[config.mk]
export PLATFORM = sky130hd
export DESIGN_NAME = kia_ps2_adapter
export DESIGN_NICKNAME = d
export VERILOG_FILES = /design/src/rtl/kia_pkg.sv /design/src/rtl/kia_fifo.sv /design/src/rtl/kia_ps2_adapter.sv
export SDC_FILE = /design/constraint.sdc
export NUM_CORES = 1
export LEC_CHECK = 0
export CAP_MARGIN = 20
export CORE_UTILIZATION = 60
export DETAILED_ROUTE_END_ITERATION = 6
export GPL_TIMING_DRIVEN = 0
export PLACE_DENSITY = 0.91
export SLEW_MARGIN = 20
export SYNTH_ARGS = -nofsm -noshare
export SYNTH_HDL_FRONTEND = slang
export SYNTH_SLANG_ARGS = --single-unit
[constraint.sdc]
create_clock -name clk_i -period 3.7 [get_ports clk_i]
set_input_delay 0.74 -clock clk_i [delete_from_list [all_inputs] [get_ports clk_i]]
set_output_delay 0.74 -clock clk_i [all_outputs]
set_load 0.02 [all_outputs]
[src/rtl/kia_pkg.sv]
// kia_pkg: shared constants and receiver state encoding for the keyboard interface adapter
package kia_pkg;
  localparam logic ADR_STATUS = 1'b0;
  localparam logic ADR_DATA = 1'b1;
  localparam int NE = 0;
  localparam int FULL = 1;
  localparam int OVR = 2;
  localparam int PERR = 3;
  localparam int FRAME_BITS = 11;
  typedef enum logic {IDLE, SHIFT} rx_state_t;
endpackage

[src/rtl/kia_fifo.sv]
// kia_fifo: 8-bit synchronous FIFO; push and pop on the same edge are both honoured even when full
module kia_fifo #(
  parameter int DEPTH_LOG2 = 4
) (
  input  logic       clk_i,
  input  logic       res_i,
  input  logic       push,
  input  logic       pop,
  input  logic [7:0] din,
  output logic [7:0] dout,
  output logic       empty,
  output logic       full
);
  logic [7:0] mem [2**DEPTH_LOG2];
  logic [DEPTH_LOG2:0] wp, rp;
  logic do_push, do_pop;
  assign empty = wp == rp;
  assign full = (wp[DEPTH_LOG2] != rp[DEPTH_LOG2]) && (wp[DEPTH_LOG2-1:0] == rp[DEPTH_LOG2-1:0]);
  assign do_pop = pop & ~empty;
  assign do_push = push & (~full | do_pop);
  assign dout = mem[rp[DEPTH_LOG2-1:0]];
  always_ff @(posedge clk_i or posedge res_i) begin
    if (res_i) begin
      wp <= '0;
      rp <= '0;
    end else begin
      if (do_push) wp <= wp + 1'b1;
      if (do_pop) rp <= rp + 1'b1;
    end
  end
  always_ff @(posedge clk_i) if (do_push) mem[wp[DEPTH_LOG2-1:0]] <= din;
endmodule

[src/rtl/kia_ps2_adapter.sv]
// kia_ps2_adapter: PS/2 receiver + scan-code FIFO behind a 16-bit Wishbone slave.
// Define KIA_PARITY_CHECK_EN to drop odd-parity failures and report them via PERR.
module kia_ps2_adapter
  import kia_pkg::*;
#(
  parameter int FIFO_DEPTH_LOG2 = 4,
  parameter int TIMEOUT_CYCLES = 50000,
  parameter int SYNC_STAGES = 2
) (
  input  logic        clk_i,
  input  logic        res_i,
  input  logic        cyc_i,
  input  logic        stb_i,
  input  logic        we_i,
  input  logic        adr_i,
  input  logic [1:0]  sel_i,
  input  logic [15:0] dat_i,
  output logic [15:0] dat_o,
  output logic        ack_o,
  input  logic        ps2c_i,
  input  logic        ps2d_i
);
  localparam int TW = $clog2(TIMEOUT_CYCLES + 1);
  logic [SYNC_STAGES-1:0] c_sync, d_sync;
  logic c_prev, fall, sd;
  rx_state_t state;
  logic [3:0] bcnt;
  logic [7:0] sr, dout;
  logic par, frame_end, push, pop, empty, full, acc, rd, w_status, ovr, ovr_set, perr, unused;
  logic [TW-1:0] tcnt;
  assign fall = c_prev & ~c_sync[SYNC_STAGES-1];
  assign sd = d_sync[SYNC_STAGES-1];
  assign frame_end = fall && state == SHIFT && bcnt == 4'(FRAME_BITS - 1);
  assign acc = cyc_i & stb_i & ~ack_o;
  assign rd = acc & ~we_i;
  assign pop = rd & (adr_i == ADR_DATA);
  assign w_status = acc & we_i & (adr_i == ADR_STATUS) & sel_i[0];
  assign ovr_set = push & full & ~pop;
  assign unused = ^{sel_i[1], dat_i, par};
  always_ff @(posedge clk_i or posedge res_i) begin
    if (res_i) begin
      c_sync <= '1;
      d_sync <= '1;
      c_prev <= 1'b1;
    end else begin
      c_sync <= {c_sync[SYNC_STAGES-2:0], ps2c_i};
      d_sync <= {d_sync[SYNC_STAGES-2:0], ps2d_i};
      c_prev <= c_sync[SYNC_STAGES-1];
    end
  end
  // bcnt 1..8 shift data LSB first, 9 captures parity, 10 is the stop bit
  always_ff @(posedge clk_i or posedge res_i) begin
    if (res_i) begin
      state <= IDLE;
      bcnt <= '0;
      sr <= '0;
      par <= 1'b0;
      tcnt <= '0;
    end else if (fall) begin
      tcnt <= '0;
      if (state == IDLE) begin
        if (!sd) begin
          state <= SHIFT;
          bcnt <= 4'd1;
        end
      end else if (bcnt == 4'(FRAME_BITS - 1)) begin
        state <= IDLE;
        bcnt <= '0;
      end else begin
        bcnt <= bcnt + 4'd1;
        if (bcnt == 4'(FRAME_BITS - 2)) par <= sd;
        else sr <= {sd, sr[7:1]};
      end
    end else if (state == SHIFT) begin
      if (tcnt == TW'(TIMEOUT_CYCLES - 1)) begin
        state <= IDLE;
        bcnt <= '0;
        tcnt <= '0;
      end else tcnt <= tcnt + 1'b1;
    end
  end
`ifdef KIA_PARITY_CHECK_EN
  logic par_ok;
  assign par_ok = ^{sr, par};
  assign push = frame_end & sd & par_ok;
  always_ff @(posedge clk_i or posedge res_i) begin
    if (res_i) perr <= 1'b0;
    else perr <= (frame_end & sd & ~par_ok) | (perr & ~(w_status & dat_i[PERR]));
  end
`else
  assign push = frame_end & sd;
  assign perr = 1'b0;
`endif
  kia_fifo #(.DEPTH_LOG2(FIFO_DEPTH_LOG2)) u_fifo (
    .clk_i(clk_i), .res_i(res_i), .push(push), .pop(pop),
    .din(sr), .dout(dout), .empty(empty), .full(full)
  );
  // set beats clear on OVR; dat_o captures pre-edge flags on the edge raising ack
  always_ff @(posedge clk_i or posedge res_i) begin
    if (res_i) begin
      ack_o <= 1'b0;
      dat_o <= '0;
      ovr <= 1'b0;
    end else begin
      ack_o <= ~ack_o & cyc_i & stb_i;
      if (rd) dat_o <= (adr_i == ADR_DATA) ? (empty ? 16'h0000 : {8'h00, dout}) : {12'h000, perr, ovr, full, ~empty};
      ovr <= ovr_set | (ovr & ~(w_status & dat_i[OVR]));
    end
  end
endmodule

==> results of run 1 <==
## how the worst max path moves through the flow
stage	startpoint	endpoint	slack (ns)	cells after the start
floorplan	stb_i	u_fifo.mem[3][0]	0.88	6
global placement	stb_i	u_fifo.mem[3][3]	-0.17	7
detailed placement	cyc_i	u_fifo.mem[3][5]	0.15	7
CTS	cyc_i	u_fifo.mem[3][1]	0.53	7
global route	stb_i	u_fifo.mem[3][2]	0.37	7
finish	cyc_i	u_fifo.mem[3][1]	0.47	7
## per-layer routing
layer | vias to the layer above | share of wire | global-route usage
li1 | 1915 | - | -
met4 | 0 | 0.026 | 0.119
met1 | 2281 | 0.40 | 0.360
met5 | - | 0 | 0
met3 | 42 | 0.079 | 0.0688
met2 | 246 | 0.50 | 0.436
## layout by cell type (no fill, tap or decap), drive strengths merged, types with 3 or more instances in the layout
master	count
edfxtp	128
dfrtp	49
mux4	32
clkbuf	32
nand2	31
nand3	21
and3	19
buf	19
clkdlybuf4s50	18
o21ai	15
a21oi	13
mux2	11
nor2	10
xor2	10
xnor2	9
conb	8
clkinv	8
nor2b	7
inv	7
a31oi	7
a22o	7
nor3	7
a22oi	6
ha	6
nand4	5
dfstp	5
nand2b	4
bufinv	4
a21o	4
nor4	4
mux2i	3
o22a	3
## flip-flops by register name, summed over array words and instances (netlist names), 2 cells and up
| name | flops |
|---|---|
| bcnt | 4 |
| sr | 8 |
| dat_o | 8 |
| u_fifo.mem | 128 |
| u_fifo.rp | 5 |
| c_sync | 2 |
| d_sync | 2 |
| u_fifo.wp | 5 |
| tcnt | 16 |
## kinds of logic after synthesis
logic type               count (synthesis)  synth area share
flip-flops                             182             0.684
AND/OR/NAND/NOR                        120            0.0876
AO/OA/AOI/OAI                           62            0.0550
multiplexers                            46             0.115
buffers and inverters                   39            0.0258
XOR/XNOR                                19            0.0219
adder cells (fa/ha/maj)                  6           0.00988
other                                    1          0.000493
## area by class of cell
class / instances / area share
clock inverter: 13 / 0.0211
tap: 168 / 0.0243
sequential: 182 / 0.601
multi-input combinational: 261 / 0.258
timing repair buffer: 19 / 0.0231
clock buffer: 18 / 0.0496
buffer: 32 / 0.0197
inverter: 7 / 0.00304
## cells in the mapped netlist, drive strengths merged, types with 3 or more instances
cell,n
mux2i,3
xnor2,9
a21oi,13
nor2b,7
and3,19
inv,7
a22oi,6
xor2,10
nor4,4
nand3,21
nand4,5
o21ai,15
a22o,7
nor2,10
dfstp,5
nand2b,4
clkbuf,14
mux2,11
a21o,4
nor3,7
mux4,32
buf,18
a31oi,7
edfxtp,128
dfrtp,49
nand2,31
ha,6
o22a,3
## report_power, final
| group | switching (uW) | total (uW) | internal (uW) |
|---|---|---|---|
| sequential | 160 | 2510 | 2350 |
| combinational | 410 | 758 | 348 |
| clock | 753 | 1880 | 1120 |
| total | 1320 | 5140 | 3820 |
## through the flow
step	TNS, ns	hold slack (ns)
2_1_floorplan	0	0.345
3_3_place_gp	-1.33	0.347
3_5_place_dp	0	0.348
4_1_cts	0	0.354
5_1_grt	0	0.355
6_report	0	0.353
==> flow_summary.ini, run 1 <==
[logic_synthesis]
synth.yosys.warnings = 0
synth_async_sr_flop_share = 0.297
synth_edf_count = 128
ys_top_cells_by_area = sky130_fd_sc_hd__edfxtp_1 51%, sky130_fd_sc_hd__dfrtp_1 16%, sky130_fd_sc_hd__mux4_2 9.5%, sky130_fd_sc_hd__dfstp_2 1.7%, sky130_fd_sc_hd__mux2_2 1.6%
post-synth-top-area-cell = sky130_fd_sc_hd__edfxtp_1
postSynthRegisterBits = 182
post-synth-top-area-fraction = 0.506
syn-instance-count = 475
ys_flop_type = sky130_fd_sc_hd__edfxtp_1
synth_seq_area_share = 0.684
synth_area_per_cell_sq_um = 16.0
synth_area_sq_mm = 0.00760
yosys.cell_types.count = 56

[finish]
finish.instance_area_sq_mm = 0.00865
antenna_cells_inserted = 0
syn2layout_area_growth_pct = 13.9
multi_input_area_sq_mm = 0.00223
instances_no_fill = 700
post-route-util = 0.712
fillers = 695
layout-drive-gt1-share = 0.197
seqCellArea_sq_mm = 0.00520
final_net_count = 552

[setup_path]
end_kind = register
critical_path.max_fanout = 10
path_buf_inv = 2
critical_path.cell_chain = clkdlybuf4s50_1 > nand3b_1 > or3b_2 > a31oi_1 > clkbuf_1 > nand2_1 > nor3_2
worst-endpoint-arrival_ns = 3.30
cpLargestDelayFamily = simple AND/OR/NAND/NOR gates
timing.rr.start = u_fifo.rp[2]
critPathLaunchType = primary input
timing_worst_setup_path_type = in2reg
worst_ep_required_time_ns = 3.76
delay_of_the_slowest_critical_path_stage_ns = 0.61
rrSetupSlack_ns = 0.64
r2r.worst_path.cells = 7
critical_path.slowest_cell = sky130_fd_sc_hd__nor3_2
r2r_end = u_fifo.mem[3][1]

[hold_path]
holdCritStartpoint = c_sync[0]
holdPathEnd = c_sync[1]
hold_path_depth = 0
worstHoldPathType = reg2reg

[placement]
placed_cell_area_sq_mm = 0.00804
dpl.cell_count = 669
port-buffer-count = 18
preCtsSetupSlack_ns = 0.149
place_congestion = 0.830
dp_hpwl_mm = 10.3

[power_and_ir_drop]
post-layout-total-power_uw = 5140
vdd_ir_drop_max_uv = 429
cellLeakagePower_uw = 0.00317
power_density_mw_per_mm2 = 594

[floorplanning]
design.die.area_sq_mm = 0.0131
ios = 43
die_width_microns = 115
std_cell_rows = 40
floorplan.initialDensity = 0.625
die_h_microns = 115
core_area_sq_mm = 0.0122

[timing]
finalMaxSlewViolations = 0
final.setup_skew_ns = 0.00889
hold_viol = 0
postLayoutSetupSlackWorst_ns = 0.466
maxSlewHeadroom = 0.481
grt_setup_unrepaired = false
post-route-min-period_ns = 3.23
max_slew.worst_pin.slew_ns = 0.778
setup_violations = 0
fin_crit_sh = 0.874
max_freq_mhz = 309

[run]
max_cap_violations = 0

[drt]
drcViolationCount = 0
route.vias.total = 4484
detail_route.vias_per_cell = 6.41
postRouteAntennaNets = 0
drt-pass1-iter-count = 5
routed_wirelength_mm = 16.2
detailedRoute.firstIterationViolations = 464
wl_per_cell_microns = 23.2

[clocking]
clockBufferDepth = 2
post_cts_buffers = 0
htreeDepth = 4
cts_buf_count = 17
tritoncts_num_sinks = 182
tritoncts = built
clockRootBuffer = sky130_fd_sc_hd__clkbuf_16
postCtsHoldBufs = 0
cts.clk_slew.worst_paths_ns = 0.06
cts_resized = 0
worstSkewPairLatency_ns = 0.44

[global_routing]
grt_antenna_before_repair = 0
grt_first_pass_wirelength_mm = 25.4
first_global_vias = 4497
global_route.usage.total = 0.273
grt_max_degree = 29
globalRouteOverflowTotal = 0

[run_status]
run_status = completed
(Power assumes the default switching activity.)
==> run 2, diff against run 1 <==
ABC_AREA = 0   (was default)
==> results of run 2 <==
Same layout as run 1: the final DEF is identical, and so are final timing and power.
==> run 3, diff against run 2 <==
MAX_ROUTING_LAYER = met4   (was default)
==> flow_summary.ini, run 3 (synthesis results as in run 1) <==
[clocking]
cts_buf_count = 17
cts.clk_slew.worst_paths_ns = 0.06
cts_resized = 0
postCtsHoldBufs = 0
tritoncts_num_sinks = 182
htreeDepth = 4
post_cts_buffers = 0
clockBufferDepth = 2
worstSkewPairLatency_ns = 0.44
tritoncts = built
clockRootBuffer = sky130_fd_sc_hd__clkbuf_16

[setup_path]
worst-endpoint-arrival_ns = 3.32
rrSetupSlack_ns = 0.61
delay_of_the_slowest_critical_path_stage_ns = 0.62
critical_path.slowest_cell = sky130_fd_sc_hd__nor3_2
end_kind = register
r2r_end = u_fifo.mem[3][1]
r2r.worst_path.cells = 7
critPathLaunchType = primary input
critical_path.cell_chain = clkdlybuf4s50_1 > nand3b_1 > or3b_2 > a31oi_1 > clkbuf_1 > nand2_1 > nor3_2
timing_worst_setup_path_type = in2reg
critical_path.max_fanout = 10
timing.rr.start = u_fifo.rp[2]
worst_ep_required_time_ns = 3.76

[drt]
detailedRoute.firstIterationViolations = 500
postRouteAntennaNets = 0
route.vias.total = 4448
drcViolationCount = 0
drt-pass1-iter-count = 5
wl_per_cell_microns = 23.2
routed_wirelength_mm = 16.2
detail_route.vias_per_cell = 6.35

[power_and_ir_drop]
share_clk_of_total_power = 0.365
sw_frac_of_total = 0.257
vdd_ir_drop_max_uv = 429
power_density_mw_per_mm2 = 594
cellLeakagePower_uw = 0.00317
switching_power_uw = 1320
sequentialPowerShare = 0.488
share_comb_of_total_power = 0.147
cellInternalPower_uw = 3820

[run_status]
run_status = completed

[floorplanning]
ios = 43
std_cell_rows = 40
core_area_sq_mm = 0.0122
floorplan.initialDensity = 0.625
die_width_microns = 115
die_h_microns = 115
design.die.area_sq_mm = 0.0131

[timing]
grt_setup_unrepaired = false
worst_hold_slack_ns = 0.354
max_freq_mhz = 307
post-route-min-period_ns = 3.26
finalMaxSlewViolations = 0
postLayoutSetupSlackWorst_ns = 0.440
maxSlewHeadroom = 0.483
fin_crit_sh = 0.881
setup_violations = 0
fin_setup_tns_ns = 0
final.setup_skew_ns = 0.0100
hold_viol = 0
max_slew.worst_pin.slew_ns = 0.771

[global_routing]
globalRouteOverflowTotal = 0
first_global_vias = 4510
grt_first_pass_wirelength_mm = 25.4
grt_max_degree = 29
global_route.usage.total = 0.281
grt_antenna_before_repair = 0

[finish]
mostFrequentLayoutCell = sky130_fd_sc_hd__edfxtp_1
antenna_cells_inserted = 0
syn2layout_area_growth_pct = 13.9
largest_reg_flops = 128
layout-drive-gt1-share = 0.197
mostFrequentLayoutCells = 128 x sky130_fd_sc_hd__edfxtp_1, 49 x sky130_fd_sc_hd__dfrtp_1, 32 x sky130_fd_sc_hd__mux4_2, 31 x sky130_fd_sc_hd__nand2_1, 21 x sky130_fd_sc_hd__nand3_1
final_net_count = 552

[placement]
preCtsSetupSlack_ns = 0.149
dp_hpwl_mm = 10.3
place_congestion = 0.843
port-buffer-count = 18

[hold_path]
holdPathEnd = c_sync[1]
holdCritStartpoint = c_sync[0]
worstHoldPathType = reg2reg
hold_path_depth = 0

[run]
max_cap_violations = 0
## run 3: power by group through the flow
stage	registers, uW	clock network (uW)	logic (uW)
2_1_floorplan	2510	0	508
3_3_place_gp	2520	0	719
3_5_place_dp	2550	0	746
4_1_cts	2510	1880	756
5_1_grt	2530	1970	809
6_report	2510	1880	758
## run 3: worst max-delay path by stage
| stage | startpoint | to | slack [ns] | cells after the start |
|---|---|---|---|---|
| 6_report | cyc_i | u_fifo.mem[3][1] | 0.44 | 7 |
| 3_3_place_gp | stb_i | u_fifo.mem[3][3] | -0.17 | 7 |
| 4_1_cts | cyc_i | u_fifo.mem[3][1] | 0.53 | 7 |
| 5_1_grt | stb_i | u_fifo.mem[3][2] | 0.37 | 7 |
| 2_1_floorplan | stb_i | u_fifo.mem[3][0] | 0.88 | 6 |
| 3_5_place_dp | cyc_i | u_fifo.mem[3][5] | 0.15 | 7 |
## run 3: metal layers
layer	wire [microns]	share of wire	track usage	vias to the layer above
met5	0	0	-	-
met4	389	0.024	0.122	0
met3	1290	0.080	0.0693	33
met2	8110	0.50	0.435	255
met1	6420	0.40	0.358	2247
li1	-	-	-	1913
## run 3: critical path, delay by kind of cell
kind                   cells  cell delay (ns)
AND/OR/NAND/NOR            4             1.47
buffers and inverters      2             0.81
AO/OA/AOI/OAI              1             0.30
## run 3: area by class of cell
class                   count  area [sq um]
plain buffers              32           170
repair buffers             19           200
flip-flops and latches    182          5200
inverters                   7          26.3
well taps                 168           210
clock inverters            13           183
multi-input cells         261          2230
clock buffers              18           429
fillers                   695          3510
## run 3: stage by stage
step	utilization	instances	instance area [sq um]	total power (uW)
after floorplan	-	482	7630	3010
after global placement	0.659	668	8020	3240
after detailed placement	0.661	669	8040	3300
after CTS	0.712	700	8650	5150
after global routing	0.712	700	8650	5310
final	0.712	700	8650	5140
